$ cat src/rtl/ram_arbiter.sv
// Two-master arbiter in front of a single sp_ram port. Each accepted request's
// master index goes into an in-order ID FIFO so responses can be routed back.
module ram_arbiter #(
    parameter int ADDR_WIDTH      = 8,
    parameter int DATA_WIDTH      = 32,
    parameter int MAX_OUTSTANDING = 2
) (
    input  logic                    clk,
    input  logic                    rst_n,

    input  logic                    m0_req_i,
    input  logic [ADDR_WIDTH-1:0]   m0_addr_i,
    input  logic                    m0_we_i,
    input  logic [DATA_WIDTH-1:0]   m0_wdata_i,
    input  logic [DATA_WIDTH/8-1:0] m0_be_i,
    output logic                    m0_gnt_o,
    output logic                    m0_rvalid_o,
    output logic [DATA_WIDTH-1:0]   m0_rdata_o,

    input  logic                    m1_req_i,
    input  logic [ADDR_WIDTH-1:0]   m1_addr_i,
    input  logic                    m1_we_i,
    input  logic [DATA_WIDTH-1:0]   m1_wdata_i,
    input  logic [DATA_WIDTH/8-1:0] m1_be_i,
    output logic                    m1_gnt_o,
    output logic                    m1_rvalid_o,
    output logic [DATA_WIDTH-1:0]   m1_rdata_o,

    output logic                    port_req_o,
    output logic [ADDR_WIDTH-1:0]   port_addr_o,
    output logic                    port_we_o,
    output logic [DATA_WIDTH-1:0]   port_wdata_o,
    output logic [DATA_WIDTH/8-1:0] port_be_o,
    input  logic                    port_gnt_i,
    input  logic                    port_rvalid_i,
    input  logic [DATA_WIDTH-1:0]   port_rdata_i
);

    localparam int               CNT_W    = 3;
    localparam logic [CNT_W-1:0] MAX_CNT  = CNT_W'(MAX_OUTSTANDING);
    localparam logic [1:0]       LAST_PTR = 2'(MAX_OUTSTANDING - 1);

    logic [CNT_W-1:0] r_count;
    logic [1:0]       r_wptr;
    logic [1:0]       r_rptr;
    logic [3:0]       r_ids;
    logic             r_rr;

    logic w_any_req;
    logic w_allowed;
    logic w_sel;
    logic w_push;
    logic w_pop;
    logic w_head;

    // A full FIFO may still accept when a response frees a slot in the same cycle.
    always_comb begin
        w_any_req = m0_req_i | m1_req_i;
        w_allowed = (r_count < MAX_CNT) || ((r_count == MAX_CNT) && port_rvalid_i);
        w_sel     = (m0_req_i & m1_req_i) ? r_rr : m1_req_i;
        w_pop     = port_rvalid_i & (r_count != '0);
        w_head    = r_ids[r_rptr];
    end

    assign port_req_o   = rst_n & w_any_req & w_allowed;
    assign port_addr_o  = w_sel ? m1_addr_i  : m0_addr_i;
    assign port_we_o    = w_sel ? m1_we_i    : m0_we_i;
    assign port_wdata_o = w_sel ? m1_wdata_i : m0_wdata_i;
    assign port_be_o    = w_sel ? m1_be_i    : m0_be_i;

    assign w_push   = port_req_o & port_gnt_i;
    assign m0_gnt_o = w_push & ~w_sel;
    assign m1_gnt_o = w_push &  w_sel;

    assign m0_rvalid_o = w_pop & ~w_head;
    assign m1_rvalid_o = w_pop &  w_head;
    assign m0_rdata_o  = m0_rvalid_o ? port_rdata_i : '0;
    assign m1_rdata_o  = m1_rvalid_o ? port_rdata_i : '0;

    always_ff @(posedge clk or negedge rst_n) begin
        if (!rst_n) begin
            r_count <= '0;
            r_wptr  <= '0;
            r_rptr  <= '0;
            r_ids   <= '0;
            r_rr    <= 1'b0;
        end else begin
            if (w_push) begin
                r_ids[r_wptr] <= w_sel;
                r_wptr        <= (r_wptr == LAST_PTR) ? 2'd0 : r_wptr + 2'd1;
                r_rr          <= ~w_sel;
            end
            if (w_pop) begin
                r_rptr <= (r_rptr == LAST_PTR) ? 2'd0 : r_rptr + 2'd1;
            end
            case ({w_push, w_pop})
                2'b10:   r_count <= r_count + 3'd1;
                2'b01:   r_count <= r_count - 3'd1;
                default: r_count <= r_count;
            endcase
        end
    end

endmodule

$ cat config.mk
export PLATFORM = sky130hd
export DESIGN_NAME = ram_arbiter
export DESIGN_NICKNAME = d
export VERILOG_FILES = /design/src/rtl/ram_arbiter.sv
export SDC_FILE = /design/constraint.sdc
export NUM_CORES = 1
export LEC_CHECK = 0
export CAP_MARGIN = 20
export CELL_PAD_IN_SITES_DETAIL_PLACEMENT = 1
export CELL_PAD_IN_SITES_GLOBAL_PLACEMENT = 2
export CORE_MARGIN = 5
export CORE_UTILIZATION = 11
export CTS_CLUSTER_SIZE = 12
export DETAILED_ROUTE_END_ITERATION = 10
export PLACE_DENSITY_LB_ADDON = 0.1
export SKIP_LAST_GASP = 1
export SLEW_MARGIN = 30
export SYNTH_ARGS = -nofsm -noshare
export SYNTH_HDL_FRONTEND = slang
export SYNTH_SLANG_ARGS = --single-unit
$ cat constraint.sdc
create_clock -name clk -period 2.5 [get_ports clk]
set_input_delay 0.375 -clock clk [delete_from_list [all_inputs] [get_ports clk]]
set_output_delay 0.375 -clock clk [all_outputs]
set_load 0.02 [all_outputs]
Word level (Yosys, flattened, before mapping)
Index checks and enable logic that the tools add are counted.
Widths: inputs -> output; s select.

storage, ports and cells
  register bits = 12
  input port bits = 128
  word-level logic and storage cells = 50

cells by class
  add/subtract/negate cells = 4
  $lt $le $gt $ge = 4
  equal/unequal tests = 5
  multiplexer cells = 15
  bitwise operators = 12
  reduce and logical (&&, ||, !) cells = 5

operators with widths
  kind                 number
  $mux 32              3
  $and 1x1->1          9
  $mux 8               1
  $eq 2x1->1 const B   3
  $lt 2x3->1 const B   2
  $pmux 3 s2           1
  $add 2x1->2 const B  2
  $bwmux 4             1
  $mux 1               4
  $mux 2               2
  $mux 4               1
  $add 3x1->3 const B  1
  $eq 3x2->1 const B   1
  $lt 3x2->1 const B   1
  $reduce_bool 3->1    1
  $sub 3x1->3 const B  1
  $bmux 1 s2           1
  $demux 1 s2          1
  $eq 2x2->1 const B   1
  $ge 2x1->1 const B   1
  $logic_and 1x1->1    2
  $not 1->1            2
  $reduce_bool 2->1    1
  $logic_or 1x1->1     1
  $or 1x1->1           1

Depth between registers and ports, before layout
Gate-level depths: netlist (run 1).

  depth in word-level cells = 7
  depth in mapped cells = 9

Least setup slack after synthesis (run 1)
OpenSTA, ideal clock, no wires.

  path kind = flip-flop to flip-flop
  start point = register r_count[0]
  end point = register r_count[2]
  arrival time = 1889 ps
  slack = 486 ps
  stages on the path, launching flop included = 10
  buffers on the path = 0
  cells stage by stage = dfrtp_1 -> nand2b_4 -> a2111oi_4 -> inv_1 -> ha_1 -> inv_1 -> fa_1 -> xor2_1 -> nor2_1 -> xor2_1

between the ends
  cells in the longest elaborated chain, start to end = 7
  elaborated cells between the ends (all ways) = 14

RTL lines
  element                                                             line  text
  from (decl)                                                         43    logic [CNT_W-1:0] r_count;
  from (signal assigned)                                              97    2'b10: r_count <= r_count + 3'd1;
  from (signal assigned)                                              98    2'b01: r_count <= r_count - 3'd1;
  from (signal assigned)                                              99    default: r_count <= r_count;
  parallel branches: the longest is 7 deep, another holds $lt 3x2->1  n/a

Parallel ways; which one is timed is not known.
A chain may end at the register's enable or synchronous reset.

Final worst setup path (run 1)
  start point = input port m1_req_i
  end point = output port port_wdata_o[0]

between the ends
  cells in the longest elaborated chain, start to end = 3

RTL lines
  element      line  text
  from (decl)  20    input logic m1_req_i,
  $and 1x1->1  60    w_sel = (m0_req_i & m1_req_i) ? r_rr : m1_req_i;
  $mux 1 (*)   60
  $mux 32 (*)  68    assign port_wdata_o = w_sel ? m1_wdata_i : m0_wdata_i;
  to (decl)    32    output logic [DATA_WIDTH-1:0] port_wdata_o,

Every way passes the cells marked *; elsewhere a longest branch is shown, timed or not.

==> flow_summary.toml, run 1 <==
[worst_hold_path]
hold_end = "r_ids[1]$_DFFE_PN0P_"
holdCritPathClass = "flip-flop to flip-flop"
hold_depth = 1
worstHoldStart = "r_ids[1]$_DFFE_PN0P_"

[critical_path]
startpoint = "m1_req_i"
crit-reg2reg-launch = "r_count[0]$_DFFE_PN0P_"
critPathMaxFanout = 16
cp_data_required_time_ns = 2.12
crit_arrival_ns = 2.18
timing.rr.end = "r_count[2]$_DFFE_PN0P_"
path_class = "input port to output pin"
crit_path_end_kind = "output pin"
crit_path_start_kind = "input port"
reg2reg_setup_slack_ns = 0.41
rr_worst_depth = 10

[synthesis]
ys_seq_area_share_pct = 17.1
synth_area_leaders = "mux2_1 (31%), dfrtp_1 (17%), and3_1 (11%)"
yosys-top-cells-count = "mux2_1 (49), nor2_1 (33), and3_1 (32), nand2_1 (32), buf_2 (14)"
synth-seq-cells = 12
synth_nets = 344
synth_top_family_by_area = "multiplexers"
synth_enable_flop_cells = 0
synth_compound_area_share_pct = 7.49
syn_area_sq_mm = 0.00175
synthArstFlopShare_pct = 100
ys_warn_count = 0
synthSimpleGateAreaFrac_pct = 30.2
synth_cells = 214
yosys.area.top_type_share_pct = 31.5
synth-xor-area-share_pct = 2.50
synth_top_cell_by_area = "mux2_1"
ys_types = 30
yosysMostFrequentCell = "mux2_1"
avgSynthCellArea_sq_um = 8.20
synth_fa_ha_area_share_pct = 1.85
synth_ff_type = "dfrtp_1"
muxShareOfSynthArea_pct = 33.9

[pwr]
power_mw = 2.83
vdd_drop_max_uv = 232
power_per_cell_area_mw_per_mm2 = 624
p_leak_nw = 2.32

[place]
gp_congestion = 0.767
place_area_sq_mm = 0.00451
dp_hpwl_mm = 9.87
port_buffers = 241

[floorplanning]
rows = 46
die_area_sq_mm = 0.0186
die_w_um = 136
core_area_sq_mm = 0.0158
die_h_um = 136
start_util_pct = 11.1
io_pins = 242

[final_layout]
layout-drive-gt1-share_pct = 7.84
register_area_sq_um = 300
antennaDiodeCount = 0
syn_to_final_growth_pct = 159
fin_nets = 591
multiInputGateArea_sq_mm = 0.00133
final_cell_area_sq_mm = 0.00454
fillCellCount = 1891

[sta]
finalWorstSetupSlack_ns = -0.0547
slew_viol_final = 0
rsz0062_at_grt = "true"
setup_viol = 5
max_clock_freq_mhz = 391
clock_skew_ns = 0.000930
worstMarginPinSlew_ns = 0.580
whs_ns = 0.483
hold_viol = 0
max-slew-margin-rel_pct = 60.3
fin_tns_setup_ns = -0.208
finalCritPeriodShare_pct = 102
period_needed_ns = 2.55

[cts]
cts_tree = "built"
clkSlewWorstSetupHoldPaths_ns = 0.04
cts-root-buf = "clkbuf_16"
cts_hold_buf = 0
cts.sinks = 12
cts_max_level = 1
cts_max_path_buffers = 2
cts-buffers-inserted = 3
clock_latency_ns = 0.23

[global_route]
grt_antenna_before_repair = 0
gr-total-overflow = 0
first_global_vias = 2711
grt_pass1_wl_mm = 16.2
track_usage_pct = 11.3
grt_max_degree = 48

[drt]
drc = 0
drtIter0Drc = 22
wl_per_cell_um = 16.8
wl_mm = 11.3
vias = 2500
avgViaCountPerCell = 3.70
drt_pass1_iterations = 4
ant_nets = 0

[run_status]
status = "complete, but fails checks"
violations = "negative setup slack"

[job]
maxCapViolations = 0
## worst max path at each step
| stage | end | slack, ns | depth (start not counted) |
|---|---|---|---|
| after floorplan | r_count[2]$_DFFE_PN0P_ | 0.49 | 9 |
| after global placement | port_wdata_o[22] | -0.16 | 5 |
| after detailed placement | port_wdata_o[22] | -0.18 | 5 |
| after CTS | port_wdata_o[0] | -0.15 | 5 |
| after global routing | port_wdata_o[0] | -0.12 | 5 |
| final | port_wdata_o[0] | -0.05 | 5 |
## metrics by stage
stage | setup WS, ns | util [%] | cells
3_3_place_gp | -0.161 | 28.6 | 669
6_report | -0.0547 | 28.8 | 675
2_1_floorplan | 0.486 | - | 214
4_1_cts | -0.155 | 28.3 | 672
3_5_place_dp | -0.180 | 28.6 | 669
5_1_grt | -0.124 | 28.8 | 675
## kinds of logic (layout without fill, tap and decap cells)
logic type	after synthesis	after routing
buffers and inverters	25	270
AOI/OAI and AO/OA	10	10
and+or+nand+nor	108	108
DFF	12	12
adders and majority gates	2	2
xor gates and xnor gates	5	5
muxes	52	52
## state kept, by name, summed over array words and instances, names as in the netlist
register,cells
r_ids,4
r_count,3
r_rptr,2
r_wptr,2
r_rr,1
## worst max-delay path: stages
cell and delay, ns:
clkdlybuf4s50_1 0.49, a21boi_4 0.23, buf_12 0.18, mux2_1 0.35, clkdlybuf4s50_1 0.55
## repair_timing
| item | 4_1_cts | 5_1_grt |
|---|---|---|
| resized for setup | 95 | 15 |
| cloned | 0 | 1 |
| buffers inserted | 0 | 2 |
| endpoints found under the setup margin | 113 | 20 |
## routing by layer
layer	vias to the layer above	global-route usage (%)	wire (um)
li1	1227	-	-
met1	1145	11.5	4010
met2	118	22.1	6130
met3	10	3.70	967
met4	0	2.63	213
met5	-	0	0
## report_power, final
group	total [mW]	leakage [nW]	switching, mW	internal, mW
clock	0.282	0.0370	0.0740	0.207
combinational	2.23	2.13	1.24	0.994
sequential	0.319	0.150	0.0557	0.263
total	2.83	2.32	1.37	1.46
## layout by cell type (no fill, tap or decap), drive strengths merged, types with 3 or more instances in the layout
cell	Yosys	layout
a2111oi	5	5
a21boi	3	3
and3	32	32
buf	15	20
clkbuf	4	5
clkdlybuf4s50	0	132
dfrtp	12	12
dlygate4sd2	0	94
dlymetal6s2s	0	13
inv	6	6
mux2	49	49
nand2	32	32
nor2	34	34
xor2	4	4
## area by class of cell
class	count	area share [%]
sequential	12	6.62
inverter	6	0.496
clock buffer	3	1.65
tap	216	5.96
timing repair buffer	261	55.9
multi-input combinational	177	29.4
Note: power is estimated with default switching activity, not from simulation.
==> inputs of run 2 (changes only) <==
Settings changed: SLEW_MARGIN 30 to 25.
==> results of run 2 <==
The final DEF is identical to that of run 1; final timing and power are the same.
